<file path="config.mk">
export PLATFORM = sky130hd
export DESIGN_NAME = shift_sequencer
export DESIGN_NICKNAME = d
export VERILOG_FILES = /design/src/rtl/shift_seq_pkg.sv /design/src/rtl/shift_seq_cnt.sv /design/src/rtl/shift_sequencer.sv
export SDC_FILE = /design/constraint.sdc
export NUM_CORES = 1
export LEC_CHECK = 0
export CORE_ASPECT_RATIO = 1.2
export CORE_MARGIN = 2
export CORE_UTILIZATION = 26
export DETAILED_ROUTE_END_ITERATION = 10
export GPL_TIMING_DRIVEN = 0
export HOLD_SLACK_MARGIN = 0.15
export PLACE_DENSITY = 0.79
export SETUP_SLACK_MARGIN = 0.02
export SYNTH_ARGS = -nofsm -noshare
export SYNTH_HDL_FRONTEND = slang
export SYNTH_SLANG_ARGS = --single-unit
</file>
<file path="constraint.sdc">
create_clock -name clk_i -period 1.5 [get_ports clk_i]
set_input_delay 0.15 -clock clk_i [delete_from_list [all_inputs] [get_ports clk_i]]
set_output_delay 0.15 -clock clk_i [all_outputs]
set_load 0.005 [all_outputs]
</file>
<file path="src/rtl/shift_seq_pkg.sv">
// Shared definitions for the shift sequencer: datapath width, count width,
// FSM state encoding and the count-saturation helper.
package shift_seq_pkg;

   localparam int WIDTH = 32;
   localparam int CNT_W = $clog2(WIDTH) + 1;

   typedef enum logic [1:0] {
      IDLE     = 2'd0,
      SHIFTING = 2'd1,
      DONE     = 2'd2
   } state_e;

   // Shifting more than WIDTH times only ever yields zero, so clamp the request.
   function automatic logic [CNT_W-1:0] sat_count(input logic [CNT_W-1:0] count);
      if (count > CNT_W'(WIDTH)) begin
         return CNT_W'(WIDTH);
      end
      return count;
   endfunction

endpackage

</file>
<file path="src/rtl/shift_seq_cnt.sv">
// Loadable down-counter holding the number of shift cycles still to issue.
// The load value is clamped to WIDTH; decrementing stops at zero.
module shift_seq_cnt
   import shift_seq_pkg::*;
(
   input  logic             clk_i,
   input  logic             rst_i,
   input  logic             load_i,
   input  logic [CNT_W-1:0] load_val_i,
   input  logic             dec_i,
   output logic             is_one_o,
   output logic             is_zero_o
);

   logic [CNT_W-1:0] cnt_q;
   logic [CNT_W-1:0] cnt_d;

   always_comb begin
      cnt_d = cnt_q;
      if (load_i) begin
         cnt_d = sat_count(load_val_i);
      end else if (dec_i && (cnt_q != '0)) begin
         cnt_d = cnt_q - CNT_W'(1);
      end
   end

   always_ff @(posedge clk_i) begin
      if (rst_i) begin
         cnt_q <= '0;
      end else begin
         cnt_q <= cnt_d;
      end
   end

   assign is_one_o  = (cnt_q == CNT_W'(1));
   assign is_zero_o = (cnt_q == '0);

endmodule

</file>
<file path="src/rtl/shift_sequencer.sv">
// Drives an external load/shift register: loads a command word, issues the
// requested number of left shifts, then presents the register value as a result.
module shift_sequencer
   import shift_seq_pkg::*;
(
   input  logic             clk_i,
   input  logic             rst_i,
   input  logic             cmd_valid_i,
   output logic             cmd_ready_o,
   input  logic [WIDTH-1:0] cmd_data_i,
   input  logic [CNT_W-1:0] cmd_count_i,
   input  logic             abort_i,
   output logic             reg_shift_o,
   output logic [WIDTH-1:0] reg_din_o,
   input  logic [WIDTH-1:0] reg_dout_i,
   output logic             res_valid_o,
   input  logic             res_ready_i,
   output logic [WIDTH-1:0] res_data_o
);

   state_e state_q;
   logic   cmd_ready_q;
   logic   res_valid_q;
   logic   shift_q;
   logic   accept;
   logic   cnt_is_one;
   logic   cnt_is_zero;

   // cmd_ready_q is only ever high in IDLE, so it doubles as the accept qualifier.
   assign accept = cmd_valid_i & cmd_ready_q;

   shift_seq_cnt u_cnt (
      .clk_i      (clk_i),
      .rst_i      (rst_i),
      .load_i     (accept),
      .load_val_i (cmd_count_i),
      .dec_i      (shift_q),
      .is_one_o   (cnt_is_one),
      .is_zero_o  (cnt_is_zero)
   );

   // Handshake outputs are registered alongside the state so they stay low
   // through reset and rise on the first edge after reset is released.
   always_ff @(posedge clk_i) begin
      if (rst_i) begin
         state_q     <= IDLE;
         cmd_ready_q <= 1'b0;
         res_valid_q <= 1'b0;
         shift_q     <= 1'b0;
      end else begin
         case (state_q)
            IDLE: begin
               if (accept) begin
                  cmd_ready_q <= 1'b0;
                  if (cmd_count_i == '0) begin
                     state_q     <= DONE;
                     res_valid_q <= 1'b1;
                  end else begin
                     state_q <= SHIFTING;
                     shift_q <= 1'b1;
                  end
               end else begin
                  cmd_ready_q <= 1'b1;
               end
            end
            SHIFTING: begin
               if (abort_i || cnt_is_one || cnt_is_zero) begin
                  state_q     <= DONE;
                  shift_q     <= 1'b0;
                  res_valid_q <= 1'b1;
               end
            end
            DONE: begin
               if (res_ready_i) begin
                  state_q     <= IDLE;
                  res_valid_q <= 1'b0;
                  cmd_ready_q <= 1'b1;
               end
            end
            default: begin
               state_q     <= IDLE;
               cmd_ready_q <= 1'b0;
               res_valid_q <= 1'b0;
               shift_q     <= 1'b0;
            end
         endcase
      end
   end

   // An abort suppresses the shift on the edge that leaves SHIFTING.
   assign reg_shift_o = shift_q & ~abort_i;
   assign reg_din_o   = accept ? cmd_data_i : reg_dout_i;
   assign cmd_ready_o = cmd_ready_q;
   assign res_valid_o = res_valid_q;
   assign res_data_o  = reg_dout_i;

endmodule
</file>
==> results.yml <==
setup_path:
  cpPeakStageDelay_ns: 0.32
  critPathCaptureType: "output port"
  crit_required_ns: 1.35
  crit_fanout: 6
  cp_slowest_cell: "dfxtp_2"
  r2r-start: "u_cnt.cnt_q[2]"
  crit_chain: "and2_4 > buf_12 > buf_8 > mux2_4 > buf_6"
  worstRegToRegCells: 4
  path_class: "reg -> out"
  worst-r2r-setup-slack_ns: 0.03
  crit_path_start_kind: "flop"
  r2r_end: "u_cnt.cnt_q[1]"
  cp.arrival_ns: 1.45
cells_and_area:
  synthToLayoutAreaGrowth_pct: 145.0
  fillCellCount: 393
  antenna_cells: 0
  fin_nets: 385
  finalInstanceArea_sq_um: 3163
  drive_gt1_share_pct: 45.42
detailed_routing:
  route.detailed.drc: 0
  wl_per_cell_um: 15.16
  vias: 1697
  drtIter0Drc: 27
  via_per_inst: 4.637
  ant_nets: 0
  firstDrtPassIters: 4
  routed_wl_um: 5547
timing:
  drv_slew: 0
  slew_headroom_pct: 68.63
  finalClockSkew_ns: 0.003658
  fin_ws_ns: -0.1013
  finalCriticalPeriod_ns: 1.601
  final_hold_viol_count: 0
  max_freq_ghz: 0.6245
  fin_crit_sh_pct: 106.8
  rsz0062_at_grt: "true"
  worst_pin_slew_ns: 0.4706
  setup_viol: 22
global_routing:
  grt_util_all_layers_pct: 17.57
  grt_overflow_total: 0
  grt_pass1_wl_um: 7562
  grt-busiest-layer: "met2"
  grtUsageMet3_pct: 3.463
  use_met1_pct: 18.60
  grt_pass1_vias: 1613
  antenna_found_initial: 0
  met2_usage_pct: 34.37
  grt_max_degree: 11
floorplan:
  row_count: 28
  pin_count: 142
  die-area_sq_um: 5548
  start_util_pct: 26.52
  die_w_um: 68.33
  core_area_sq_um: 4870
  die_h_um: 81.20
logic_synthesis:
  ys.flop_type: "dfxtp_1"
  yosysWarnings: 0
  synth_seq_area_share_pct: 17.05
  syn_area_sq_um: 1291
  synthArstFlopShare_pct: 0
  synth_fp_nets: 226
  synth_edf_count: 0
  avgSynthCellArea_sq_um: 8.725
  ys_seq_elements: 11
  synth.distinct_cells: 34
  synth_cells: 148
clock_network:
  tritoncts: "done"
  htree_levels: 1
  cts_root_buf: "clkbuf_8"
  cts_hold_buf: 0
  clk_pin_slew_ns: 0.05
  worstSkewPairLatency_ns: 0.24
  cts_buffer_depth: 2
  cts_made_buffers: 3
  cts_sinks: 11
power_and_ir_drop:
  vdd_drop_max_uv: 573.2
  switching_share_pct: 29.26
  p_seq_share_pct: 20.7
  powerDensity_nw_per_um2: 556.3
  combPwrFrac_pct: 61.8
  p_clk_share_pct: 17.4
  power_leakage_uw: 0.001367
  p_switching_uw: 514.8
  internal-power_uw: 1245
placement:
  pre_cts_slack_ns: -0.7551
  dp_hpwl_um: 3986
  place.gp.congestion: 0.8405
  place_area_sq_um: 2768
  portBuffers: 140
outcome:
  status: "complete, but fails checks"
  violations: "setup timing"
worst_hold_path:
  hp-class: "in -> reg"
  hold_depth: 2
  worstHoldStart: "rst_i"
  hold_end: "u_cnt.cnt_q[4]"
job:
  maxCapViolCount: 0
==> layout make-up <==
| cell class | instances | area [sq um] | area share, % |
|---|---|---|---|
| timing repair buffer | 157 | 1587 | 50.16 |
| buffer | 35 | 262.8 | 8.307 |
| multi-input combinational | 93 | 939.7 | 29.71 |
| clock buffer | 4 | 45.04 | 1.424 |
| sequential | 11 | 231.5 | 7.318 |
| inverter | 6 | 22.52 | 0.7120 |
| tap | 60 | 75.07 | 2.373 |
==> power groups by stage <==
| stage | clock network (uW) | logic [uW] | registers, uW |
|---|---|---|---|
| 6_report | 307 | 1090 | 365 |
| 3_3_place_gp | 0 | 867 | 362 |
| 5_1_grt | 320 | 1160 | 370 |
| 2_1_floorplan | 0 | 377 | 357 |
| 3_5_place_dp | 0 | 876 | 364 |
| 4_1_cts | 308 | 993 | 361 |
==> synthesized netlist by cell type, types with 2 or more instances <==
master	count	area, sq um
nand3_1	3	15.01
inv_1	6	22.52
a31o_2	2	17.52
nor3_1	3	15.01
buf_2	4	20.02
nand2b_1	2	12.51
nor2_1	7	26.28
nor2b_1	3	18.77
a211oi_1	5	37.54
ha_1	3	37.54
mux2_2	33	371.6
nand4_1	2	12.51
o21ai_0	3	15.01
nand2_1	2	7.510
buf_4	32	240.2
dfxtp_1	11	220.2
clkbuf_1	2	7.510
a21oi_1	9	45.04
==> stage by stage <==
| step | hold WS, ns | cells | TNS [ns] | util (%) | total power, uW |
|---|---|---|---|---|---|
| floorplan | 0.2971 | 148 | 0 | - | 733.6 |
| global placement | 0.4778 | 348 | -21.95 | 56.83 | 1229 |
| detailed placement | 0.4963 | 348 | -22.07 | 56.83 | 1240 |
| CTS | 0.3341 | 368 | -4.787 | 61.72 | 1663 |
| global route | 0.3735 | 366 | -2.318 | 64.95 | 1855 |
| finish | 0.3287 | 366 | -1.417 | 64.95 | 1760 |
==> cell usage in the layout (no fill, tap or decap), types with 4 or more instances in the layout <==
cell type        Yosys  routed
clkdlybuf4s50_1      0     107
buf_4               32      41
buf_6                0      31
mux2_4               0      29
a21oi_1              9       8
nor2_1               7       7
buf_2                4       6
dfxtp_1             11       6
mux2_2              33       4
inv_1                6       4
a211oi_1             5       4
==> sequential cells by signal, summed over array words and instances, names as in the netlist <==
register / flops
cmd_ready_o: 1
res_valid_o: 1
state_q: 2
u_cnt.cnt_q: 6
shift_q: 1
==> how the worst max path moves through the flow <==
stage,from,to,slack (ns),cells after the start
2_1_floorplan,u_cnt.cnt_q[1],u_cnt.cnt_q[1],0.04,6
3_3_place_gp,cmd_valid_i,reg_din_o[14],-0.75,6
3_5_place_dp,cmd_valid_i,reg_din_o[24],-0.76,6
4_1_cts,cmd_ready_o,reg_din_o[10],-0.23,7
5_1_grt,cmd_ready_o,reg_din_o[13],-0.14,5
6_report,cmd_ready_o,reg_din_o[5],-0.10,5
==> worst max-delay path: cells and delay by family (launching register included) <==
family	cells	cell delay (ns)
multiplexers	1	0.31
buffers and inverters	3	0.37
AND/OR/NAND/NOR	1	0.21
flip-flops	1	0.32
==> timing repair <==
item	CTS	global route
cloned	3	0
setup endpoints to repair	36	37
pin swaps	2	2
buffers inserted	13	5
gates resized for setup	166	56
==> per-layer routing <==
layer  vias up  part of all wire (%)
met5         -                     0
met4         0                  0.79
met3         4                   8.3
met2        78                    55
met1       795                    36
li1        820                     -
==> cell families (layout without fill, tap and decap cells) <==
family,after synthesis,in the layout,synth area share [%]
muxes,33,33,28.78
xor gates and xnor gates,2,2,1.357
adders and majority gates,3,3,2.907
buffers and inverters,44,202,22.48
DFF,11,11,17.05
AOI/OAI and AO/OA,28,28,15.99
and+or+nand+nor,27,27,11.43
Note: power is estimated with default switching activity, not from simulation.
==> patch 1: new RTL, same flow settings <==
The 3 states of `state_e` get a one-hot encoding in 3 bits.
--- a/src/rtl/shift_seq_pkg.sv
+++ b/src/rtl/shift_seq_pkg.sv
@@ -7,6 +7,6 @@
 
-   typedef enum logic [1:0] {
-      IDLE     = 2'd0,
-      SHIFTING = 2'd1,
-      DONE     = 2'd2
+   typedef enum logic [2:0] {
+      IDLE     = 3'b001,
+      SHIFTING = 3'b010,
+      DONE     = 3'b100
    } state_e;
Check against the original RTL: no difference found for any inputs over 10 cycles, from zero or initial values and one cycle with rst_i high; not proved beyond that.
==> patch 1 against the original RTL <==
Clock power fell by 6%. Cell count grew 26%. Fmax grew 7.2%. Global-route usage up 2.5 points. Total power increased by 32%. Area after synthesis grew 9.9%. Setup slack improved by 0.11 ns. Worst hold slack better by 0.12 ns. Sequential cell count up 1. Clock skew is 0.0035 ns higher. Wire length is 19% higher. Sequential share of layout area rose by 0.53 points. First-iteration DRC count up 130%. Cell area is 6.9% higher. Critical path type unchanged. Highest routed layer unchanged.
==> patch 1: results <==
[logic_synthesis]
netlist_instances = 230
ys_top_cells_by_area = "nand2_1 (26%), dfxtp_1 (17%), buf_4 (17%)"
yosys.cell_types.count = 43
yosysWarnings = 0
synth_common_cells = "nand2_1 (99), buf_4 (32), nor2_1 (13), dfxtp_1 (12), a21oi_1 (7)"
synth_seq_area_share = 0.169
synth_fp_nets = 307
ys.flop_type = "dfxtp_1"

[clocking]
cts.clk_slew.worst_paths_ns = 0.05

[setup_path]
critPathMaxFanout = 5
cp.arrival_ns = 1.34
max_stage_delay_ns = 0.34
slowest_stage = "dfxtp_4"

[timing]
relSlewSlack = 0.593
finClkSkew_ns = 0.00712

[drt]
drtPass1Iterations = 5
viasPerCell = 4.69
wl_per_cell_um = 14.3
drt_first_iter_violations = 61
route.vias.total = 2157

[place]
gp_congestion = 0.845
io_buffers = 141
dp_hpwl_mm = 4.56
placed_cells = 433

[pwr]
vdd_ir_drop_max_v = 0.000822
total_leakage_power_uw = 0.00159
switching_share = 0.356

[status]
outcome = "complete, no violations"

[cells_and_area]
drive_above_1_share = 0.407
nets = 477
reg_top3 = "u_cnt.cnt_q x6, state_q x3"
num_antenna_cells = 0

[global_routing]
grt_pass1_wl_mm = 10.0
globalRouteTotalUtil = 0.201
grt_pass1_vias = 2108
==> patch 1: per-stage QoR <==
stage / worst slack (ns) / cell area, sq um / total power (uW)
floorplan: 0.0296 / 1420 / 984
global placement: -0.917 / 2910 / 1650
detailed placement: -0.944 / 2910 / 1670
CTS: 0.0113 / 3240 / 2220
global route: -0.0406 / 3380 / 2480
finish: 0.00628 / 3380 / 2330
==> patch 1: power by group through the flow <==
| stage | clock network (uW) | logic, uW | registers (uW) |
|---|---|---|---|
| floorplan | 0 | 561 | 424 |
| global placement | 0 | 1220 | 434 |
| detailed placement | 0 | 1230 | 435 |
| CTS | 289 | 1490 | 435 |
| global route | 314 | 1720 | 448 |
| finish | 290 | 1590 | 441 |
==> patch 1: cells by family after synthesis <==
group	count (synthesis)	synth area share
and+or+nand+nor	139	0.433
buffers and inverters	46	0.211
AOI/OAI and AO/OA	29	0.156
DFF	12	0.169
adders and majority gates	2	0.0176
xor gates and xnor gates	1	0.00617
muxes	1	0.00705
==> patch 1: layer usage <==
metal,track usage,vias up,part of all wire
met2,0.398,110,0.54
li1,-,1063,-
met4,0.0549,0,0.024
met1,0.210,968,0.36
met3,0.0368,16,0.078
met5,0,-,0
==> patch 1: worst min-delay path: stages <==
cell and delay, ns:
dlymetal6s2s_1 0.12, or4b_4 0.15, a21oi_4 0.05, o21ai_2 0.14
a21oi_2 0.05
==> patch 1: path summary, 6_finish.rpt <==
path | cells past startpoint | slack (ns) | start | endpoint
setup reg to reg | 5 | 0.07 | u_cnt.cnt_q[5]$_SDFFE_PP0P_ | state_q[2]$_SDFFE_PP0P_
setup / recovery | 8 | 0.006 | cmd_ready_o$_SDFFE_PP0P_ | reg_din_o[14]
hold / removal | 5 | 0.45 | abort_i | shift_q$_SDFFE_PP0P_
hold reg to reg | 2 | 0.52 | shift_q$_SDFFE_PP0P_ | shift_q$_SDFFE_PP0P_
==> patch 1: area by class of cell <==
type                       instances  area (sq um)
multi-input combinational        172          1060
clock buffer                       3          41.3
sequential                        12           265
timing repair buffer             167          1550
inverter                           3          11.3
fill                             451          1880
buffer                            41           384
tap                               62          77.6
==> patch 1: what timing repair did <==
item / CTS / global route
gates resized for setup: 187 / 54
setup buffers: 17 / 6
gates cloned: 6 / 0
pin swaps: 9 / 24
setup endpoints to repair: 36 / 39
==> patch 2: new RTL, same flow settings <==
Without the edit above. `WIDTH`: 32 -> 16.
--- a/src/rtl/shift_seq_pkg.sv
+++ b/src/rtl/shift_seq_pkg.sv
@@ -4,3 +4,3 @@
 
-   localparam int WIDTH = 32;
+   localparam int WIDTH = 16;
    localparam int CNT_W = $clog2(WIDTH) + 1;
Interface: changed (5 resized); port bits go from 142 to 77. No check against the original RTL was run, so the function may have changed too.
==> patch 2 against the original RTL <==
The run still ends with setup timing left. Sequential cell count fell by 1. Setup slack gained 0.086 ns. Cell area shrank 39%. Area after synthesis decreased by 29%. Fmax up 5.6%. Total power decreased by 22%. Sequential share of layout area is 3.6 points higher. Register-to-register slack got worse by 0.05 ns. Wire length decreased by 41%. Critical path depth down 2.
==> patch 2: results <==
[global_routing]
globalRouteTotalUtil = 0.148
grt_pass1_wl_mm = 4.79
use_met1 = 0.170
grtUsageMet2 = 0.255

[cells_and_area]
buf_share = 0.485
multi_input_cells = 71
drive_above_1_share = 0.378
multi_input_area_sq_um = 656
fillCellCount = 294
buffers = 101
reg_top3 = "u_cnt.cnt_q x5, state_q x2"

[pwr]
vdd_ir_drop_max_v = 0.000523
total_leakage_power_uw = 0.000845

[setup_path]
critPathLaunch = "u_cnt.cnt_q[0]$_SDFFE_PP0P_"
max_stage_delay_ns = 0.53
slowest_stage = "or4b_4"
critPathTopFamily = "simple AND/OR/NAND/NOR gates"

[drt]
met1_length_mm = 1.20
wl_met2_mm = 1.61
drtPass1Iterations = 5
totalWireLength_mm = 3.25
route.vias.total = 1154
wl_met3_um = 386

[clocking]
ctsResizeCount = 98
clock_sinks = 10
post_cts_buffers = 6

[logic_synthesis]
synth_seq_area_share = 0.219
synth-xor-area-share = 0
yosys.cell_types.count = 27
synth_compound_area_frac = 0.171
synth_fp_nets = 152
yosys-mux-area-fraction = 0.197

[timing]
finClkSkew_ns = 0.00326
relSlewSlack = 0.705
setup_tns_ns = -0.0160
setup_ws_ns = -0.0157
setup_viol = 2

[status]
outcome = "finished, violations left"
violations = "setup timing"

[min_path]
hold_path_depth = 3

[place]
gp_congestion = 0.788
io_buffers = 76
[patch 2: final timing paths]
check                                                    to  slack (ns)
worst min register to register  u_cnt.cnt_q[1]$_SDFFE_PP0P_        0.53
worst min-delay path            u_cnt.cnt_q[0]$_SDFFE_PP0P_        0.51
worst max-delay path            u_cnt.cnt_q[3]$_SDFFE_PP0P_       -0.02
worst max register to register  u_cnt.cnt_q[3]$_SDFFE_PP0P_       -0.02
[patch 2: report_power, final]
part           internal [uW]  switching, uW
clock                    231            111
sequential               309           49.0
combinational            439            237
[patch 2: metrics by stage]
step | cell area, sq um | std cells | utilization
after floorplan | 916 | 107 | -
after global placement | 1720 | 220 | 0.512
after detailed placement | 1720 | 220 | 0.512
after CTS | 1890 | 230 | 0.563
after global routing | 1930 | 230 | 0.574
final | 1930 | 230 | 0.574
[patch 2: kinds of logic (layout without fill, tap and decap cells)]
group,count (synthesis),count (layout)
adders and majority gates,3,3
DFF,10,10
and+or+nand+nor,29,29
muxes,16,16
AOI/OAI and AO/OA,23,23
buffers and inverters,26,112
